===== src/rtl/keypad_pkg.sv =====
// keypad_pkg: shared definitions for the 4x4 keypad scanner.
//   state_t       scanner FSM states {SCAN, DEBOUNCE, HELD}
//   COL_RESET     column drive after reset (column 0 driven low)
//   key_map       (row index, column index) -> 4-bit hex key code
//   onehot4       true when exactly one bit of a 4-bit vector is set
//   onehot_index  bit position of a one-hot 4-bit vector
package keypad_pkg;

  typedef enum logic [1:0] {
    SCAN     = 2'd0,
    DEBOUNCE = 2'd1,
    HELD     = 2'd2
  } state_t;

  localparam logic [3:0] COL_RESET = 4'b1110;

  // Legend printed on the board keypad, row-major.
  function automatic logic [3:0] key_map(input logic [1:0] row_idx,
                                         input logic [1:0] col_idx);
    logic [3:0] code;
    case ({row_idx, col_idx})
      4'h0: code = 4'h1;
      4'h1: code = 4'h2;
      4'h2: code = 4'h3;
      4'h3: code = 4'hA;
      4'h4: code = 4'h4;
      4'h5: code = 4'h5;
      4'h6: code = 4'h6;
      4'h7: code = 4'hB;
      4'h8: code = 4'h7;
      4'h9: code = 4'h8;
      4'hA: code = 4'h9;
      4'hB: code = 4'hC;
      4'hC: code = 4'hE;
      4'hD: code = 4'h0;
      4'hE: code = 4'hF;
      default: code = 4'hD;
    endcase
    return code;
  endfunction

  function automatic logic onehot4(input logic [3:0] v);
    return (v != 4'd0) && ((v & (v - 4'd1)) == 4'd0);
  endfunction

  function automatic logic [1:0] onehot_index(input logic [3:0] v);
    logic [1:0] idx;
    idx = 2'd0;
    for (int i = 0; i < 4; i++) begin
      if (v[i]) idx = 2'(i);
    end
    return idx;
  endfunction

endpackage


===== src/rtl/keypad_sync.sv =====
// keypad_sync: 4-bit two-flop synchronizer for the raw keypad rows.
//   clk_i        system clock
//   rst_n_i      synchronous reset, active low; both stages reset to 4'b1111
//                (pulled-up rows, i.e. no key)
//   async_rows   raw active-low rows from the keypad
//   synced_rows  active-low rows, synchronized to clk_i
module keypad_sync (
  input  logic       clk_i,
  input  logic       rst_n_i,
  input  logic [3:0] async_rows,
  output logic [3:0] synced_rows
);

  logic [3:0] meta;

  always_ff @(posedge clk_i) begin
    if (!rst_n_i) begin
      meta        <= 4'b1111;
      synced_rows <= 4'b1111;
    end else begin
      meta        <= async_rows;
      synced_rows <= meta;
    end
  end

endmodule


===== src/rtl/keypad_scanner.sv =====
// keypad_scanner: scans a 4x4 keypad by driving columns one-cold, samples the
// pulled-up rows once per scan tick, debounces press and release, and reports
// a single held key.
//   clk_i           system clock
//   rst_n_i         synchronous reset, active low
//   kp_row_n_i      raw keypad rows, active low, asynchronous
//   kp_col_n_o      column drive, one-cold
//   keyboard_row_o  one-hot row of the held key, 0 when none
//   keyboard_col_o  one-hot column of the held key, 0 when none
//   key_code_o      hex code of the held key, 0 when none
//   key_pressed_o   high while a debounced key is held
//   key_valid_o     one-cycle pulse when a key is accepted
// Optional feature: define KEYPAD_AUTOREPEAT_EN to re-pulse key_valid_o every
// REPEAT_TICKS ticks while a key stays held.
module keypad_scanner
  import keypad_pkg::*;
#(
  parameter int SCAN_DIV       = 100000,
  parameter int DEBOUNCE_SCANS = 4,
  parameter int REPEAT_TICKS   = 250
) (
  input  logic       clk_i,
  input  logic       rst_n_i,
  input  logic [3:0] kp_row_n_i,
  output logic [3:0] kp_col_n_o,
  output logic [3:0] keyboard_row_o,
  output logic [3:0] keyboard_col_o,
  output logic [3:0] key_code_o,
  output logic       key_pressed_o,
  output logic       key_valid_o
);

  localparam int DIV_W = $clog2(SCAN_DIV);
  localparam int CNT_W = $clog2(DEBOUNCE_SCANS + 1);
  localparam logic [DIV_W-1:0] DIV_LAST = DIV_W'(SCAN_DIV - 1);
  localparam logic [CNT_W-1:0] CNT_LAST = CNT_W'(DEBOUNCE_SCANS - 1);
  localparam logic [CNT_W-1:0] CNT_MAX  = CNT_W'(DEBOUNCE_SCANS);

  state_t           state;
  state_t           next_state;
  logic [DIV_W-1:0] div_cnt;
  logic             tick;
  logic [3:0]       synced_n;
  logic [3:0]       rows;
  logic [3:0]       col_n;
  logic [3:0]       row_lat;
  logic [CNT_W-1:0] dbc;
  logic [CNT_W-1:0] rcnt;
  logic             advance_col;
  logic             latch_row;
  logic             accept;
  logic             release_key;
  logic             repeat_hit;

  keypad_sync u_sync (
    .clk_i       (clk_i),
    .rst_n_i     (rst_n_i),
    .async_rows  (kp_row_n_i),
    .synced_rows (synced_n)
  );

  assign rows       = ~synced_n;
  assign kp_col_n_o = col_n;
  assign tick       = (div_cnt == DIV_LAST);

  always_ff @(posedge clk_i) begin
    if (!rst_n_i)              div_cnt <= '0;
    else if (div_cnt == DIV_LAST) div_cnt <= '0;
    else                       div_cnt <= div_cnt + 1'b1;
  end

  always_ff @(posedge clk_i) begin
    if (!rst_n_i) state <= SCAN;
    else          state <= next_state;
  end

  // Multi-hot rows in SCAN are a ghosting/multi-key situation and simply
  // move on to the next column. The final debounce tick and the final release
  // tick both change state on that same tick edge, so the output registers
  // below update in the cycle right after the tick.
  always_comb begin
    next_state  = state;
    advance_col = 1'b0;
    latch_row   = 1'b0;
    accept      = 1'b0;
    release_key = 1'b0;
    case (state)
      SCAN: begin
        if (tick) begin
          if (onehot4(rows)) begin
            next_state = DEBOUNCE;
            latch_row  = 1'b1;
          end else begin
            advance_col = 1'b1;
          end
        end
      end
      DEBOUNCE: begin
        if (tick) begin
          if (rows == row_lat) begin
            if (dbc == CNT_LAST) begin
              next_state = HELD;
              accept     = 1'b1;
            end
          end else begin
            next_state  = SCAN;
            advance_col = 1'b1;
          end
        end
      end
      HELD: begin
        if (tick && (rows == 4'd0) && (rcnt == CNT_LAST)) begin
          next_state  = SCAN;
          release_key = 1'b1;
        end
      end
      default: next_state = SCAN;
    endcase
  end

  // Column drive rotates one-cold, so the held column is simply "not rotated".
  // Both debounce counters saturate at DEBOUNCE_SCANS.
  always_ff @(posedge clk_i) begin
    if (!rst_n_i) begin
      col_n   <= COL_RESET;
      row_lat <= 4'd0;
      dbc     <= '0;
      rcnt    <= '0;
    end else begin
      if (advance_col) col_n <= {col_n[2:0], col_n[3]};
      if (latch_row) begin
        row_lat <= rows;
        dbc     <= '0;
      end else if ((state == DEBOUNCE) && tick && (rows == row_lat) && (dbc != CNT_MAX)) begin
        dbc <= dbc + 1'b1;
      end
      if (accept) begin
        rcnt <= '0;
      end else if ((state == HELD) && tick) begin
        if (rows != 4'd0)        rcnt <= '0;
        else if (rcnt != CNT_MAX) rcnt <= rcnt + 1'b1;
      end
    end
  end

`ifdef KEYPAD_AUTOREPEAT_EN
  localparam int REP_W = $clog2(REPEAT_TICKS + 1);
  localparam logic [REP_W-1:0] REP_LAST = REP_W'(REPEAT_TICKS - 1);

  logic [REP_W-1:0] rep_cnt;

  // A release tick wins over a repeat on the same tick.
  assign repeat_hit = (state == HELD) && tick && !release_key && (rep_cnt == REP_LAST);

  always_ff @(posedge clk_i) begin
    if (!rst_n_i)     rep_cnt <= '0;
    else if (accept)  rep_cnt <= '0;
    else if ((state == HELD) && tick && !release_key)
      rep_cnt <= repeat_hit ? '0 : rep_cnt + 1'b1;
  end
`else
  logic repeat_unused;
  assign repeat_unused = (REPEAT_TICKS != 0);
  assign repeat_hit    = 1'b0;
`endif

  always_ff @(posedge clk_i) begin
    if (!rst_n_i) begin
      keyboard_row_o <= 4'd0;
      keyboard_col_o <= 4'd0;
      key_code_o     <= 4'd0;
      key_pressed_o  <= 1'b0;
      key_valid_o    <= 1'b0;
    end else begin
      key_valid_o <= accept | repeat_hit;
      if (accept) begin
        keyboard_row_o <= row_lat;
        keyboard_col_o <= ~col_n;
        key_code_o     <= key_map(onehot_index(row_lat), onehot_index(~col_n));
        key_pressed_o  <= 1'b1;
      end else if (release_key) begin
        keyboard_row_o <= 4'd0;
        keyboard_col_o <= 4'd0;
        key_code_o     <= 4'd0;
        key_pressed_o  <= 1'b0;
      end
    end
  end

endmodule

===== config.mk =====
export PLATFORM = sky130hd
export DESIGN_NAME = keypad_scanner
export DESIGN_NICKNAME = d
export VERILOG_FILES = /design/src/rtl/keypad_pkg.sv /design/src/rtl/keypad_sync.sv /design/src/rtl/keypad_scanner.sv
export SDC_FILE = /design/constraint.sdc
export NUM_CORES = 1
export LEC_CHECK = 0
export ABC_AREA = 1
export BUFFER_PORTS_ARGS = -buffer_cell sky130_fd_sc_hd__buf_2
export CORE_ASPECT_RATIO = 0.9
export CORE_UTILIZATION = 40
export CTS_CLUSTER_SIZE = 40
export DETAILED_ROUTE_END_ITERATION = 10
export GPL_ROUTABILITY_DRIVEN = 1
export GPL_TIMING_DRIVEN = 0
export SYNTH_ARGS = -nofsm -noshare
export SYNTH_HDL_FRONTEND = slang
export SYNTH_SLANG_ARGS = --single-unit

===== constraint.sdc =====
create_clock -name clk_i -period 1.6 [get_ports clk_i]
set_input_delay 0.24 -clock clk_i [delete_from_list [all_inputs] [get_ports clk_i]]
set_output_delay 0.24 -clock clk_i [all_outputs]
set_load 0.01 [all_outputs]

==> results by group <==
Cells and area
  – Fill cells: 676
  – Area delta synth->final: 22.2%
  – Register area: about 1100 sq um
  – Multi-input gate area: roughly 1600 sq um
  – ANT cells: 0
  – Commonest non-fill, non-tap cell in the layout: nand2_1
  – Fin cells: 537
  – Share of layout cells above drive strength 1: 0.244
  – Most frequent cells in the layout: 102 x nand2_1, 52 x nor2_1, 48 x inv_1, 47 x dfxtp_1, 22 x buf_2
  – Nets: 464

Timing
  – Fin. Hold Viols: 0
  – Final setup margin: around 0.0066 ns
  – Fin. max-slew vios: 0
  – Final period util: 0.996
  – Final setup fails: 0
  – Slew @ Worst Pin: 0.486 ns
  – Clk_skew: 0.0118 ns
  – Worst hold slack: 0.112 ns
  – Slew HR: 0.676
  – Tmin final: about 1.6 ns
  – RSZ-0062 raised after global routing: yes
  – Fmax: ~630 MHz

Floorplan
  – Core area: 6660 sq um
  – Die width: ~90 microns
  – Die Height: 81 microns
  – Initial core utilization: 0.417
  – Site Rows: 28
  – I/O pin cnt: 24
  – Die footprint: approximately 7300 sq um

GRT
  – Initial antenna violation count: 0
  – First-pass GRT wire length: about 10000 microns
  – Largest net degree at the start of global routing: 17
  – Number of global-route vias before repair: approximately 2300
  – GRT Residual Overflow: 0
  – Gr usage total: 0.173

Worst setup path
  – Crit Path Category: reg2reg
  – CP cell instances: ha_4, nand2_2, inv_2, nand2_4, inv_4, nand2_4, nor2_4, nand3_4, buf_4, nand4_1, nand2_1
  – FF-to-FF path depth: 11
  – Crit-path max FO: 6
  – Most frequent CP cell: nand2_4
  – Worst EP required: around 1.8 ns
  – Critical path's slowest cell: dfxtp_2
  – Crit start category: flop
  – CP endpoint kind: flop
  – Crit path largest cell delay: 0.36 ns
  – Crit path arrival time: approximately 1.8 ns

Power and ir drop
  – Worst VDD drop: approximately 0.00044 V
  – Power Total: 2.24 mW
  – Leak Pwr: 1.63 nW
  – Power per Cell Area: 661 nW/um^2

Worst hold path
  – Worst Hold Depth: 2
  – Worst min path class: in2reg

Route
  – Routed vias: 2521
  – Post-route DRC: 0
  – DRT Wirelength: 5890 microns
  – DR pass1 iterations: 4
  – First-iteration detailed-routing DRC count: 128
  – Post-route ant nets: 0
  – Drt via density: 4.69
  – DR WL/cell: 11.0 microns

Logic synthesis
  – Post-synthesis average cell area: 6.93 sq um
  – Area contributors post-synth: dfxtp_1 40%, nand2_1 15%, nor2_1 7.7%
  – Synth Register Bits: 55
  – Sequential share of the synthesized area: 0.397
  – Post-synth EDFFs: 0
  – Synth Cell Area: about 2800 sq um
  – Asr flop ratio synth: 0
  – Syn Nets: 418
  – Post-synth top area cell: dfxtp_1
  – Netlist cell types: 29
  – Synth top area share: 0.397
  – Ys Warns: 0
  – Top_reg_cell synth: dfxtp_1
  – Synth Instances: 400

Placed design
  – IO Port Bufs: 22
  – Placer Congestion: 0.800
  – Dpl ws: -0.306 ns
  – DP Cell Count: 512
  – DP HPWL: 4190 microns

Clocking
  – CTS Buf Count: 5
  – Clock transition at path regs: around 0.10 ns
  – Htree depth: 2
  – Clk_lat worst skew: 0.30 ns
  – Clock buffer depth: 2
  – Num Clock Sinks: 55
  – Hold_buf cts: 0
  – Clock root buffer: clkbuf_8
  – CTS tree: done

Status
  – Outcome: completed

Flow run
  – MaxCap Viol Count: 0
## what timing repair did
item | CTS | global route
endpoints found under the setup margin | 41 | 42
setup buffers | 9 | 7
resized for setup | 29 | 25
cloned | 1 | 0
pin swaps | 24 | 18
## cell usage after synthesis, types with 4 or more instances
library cell and count:
a21oi_1 14, dfxtp_1 55, ha_1 12, inv_1 50, nand2_1 110, nand3_1 21
nand4_1 17, nor2_1 57, nor2_4 4, nor3_1 6, o21ai_0 14, or2_2 9
xor2_1 5
## cell type report
type,instances,area share
Timing Repair Buffer,39,0.0723
Multi-Input combinational cell,284,0.465
Buffer,8,0.0177
Tap cell,90,0.0332
Sequential cell,55,0.328
Clock buffer,6,0.0214
Inverter,53,0.0594
Clock inverter,2,0.00369
## sequential cells by signal, summed over array words and instances, names as in the netlist
name,cells
key_pressed_o,1
dbc,3
state,2
u_sync.synced_rows,4
key_valid_o,1
key_code_o,4
keyboard_col_o,4
rcnt,3
kp_col_n_o,4
row_lat,4
keyboard_row_o,4
u_sync.meta,4
div_cnt,17
## routing by layer
layer / track usage / share of wire
met1: 0.230 / 0.55
met2: 0.285 / 0.41
met3: 0.0309 / 0.030
met4: 0.0574 / 0.014
met5: 0 / 0
## logic make-up after synthesis
family,synth area share
xor+xnor,0.0158
flops,0.397
buf+inv,0.0902
fa+ha+maj,0.0541
simple gates,0.384
compound gates,0.0586
## critical path: cells and delay by family (launching register included)
family	cells	cell delay, ns
simple gates	7	0.68
flops	1	0.36
buf+inv	3	0.33
fa+ha+maj	1	0.14
## path summary, 6_finish.rpt
check                       from  slack, ns                    end
setup reg to reg      div_cnt[0]      0.007          key_code_o[0]
hold / removal     kp_row_n_i[3]       0.11         u_sync.meta[3]
setup / recovery      div_cnt[0]      0.007          key_code_o[0]
hold reg to reg   u_sync.meta[0]       0.42  u_sync.synced_rows[0]
## stage by stage
stage / utilization / cell area (sq um) / TNS (ns)
2_1_floorplan: - / 2770 / 0
3_3_place_gp: 0.450 / 3000 / -5.94
3_5_place_dp: 0.450 / 3000 / -7.00
4_1_cts: 0.491 / 3270 / -0.0363
5_1_grt: 0.509 / 3390 / -2.69
6_report: 0.509 / 3390 / 0
## report_power, final
part	internal, mW	switching, mW	leakage, nW
logic	0.0376	0.0645	1.14
registers	1.38	0.0120	0.446
clock network	0.307	0.436	0.0412
No activity file was read; power rests on OpenSTA's default activity.
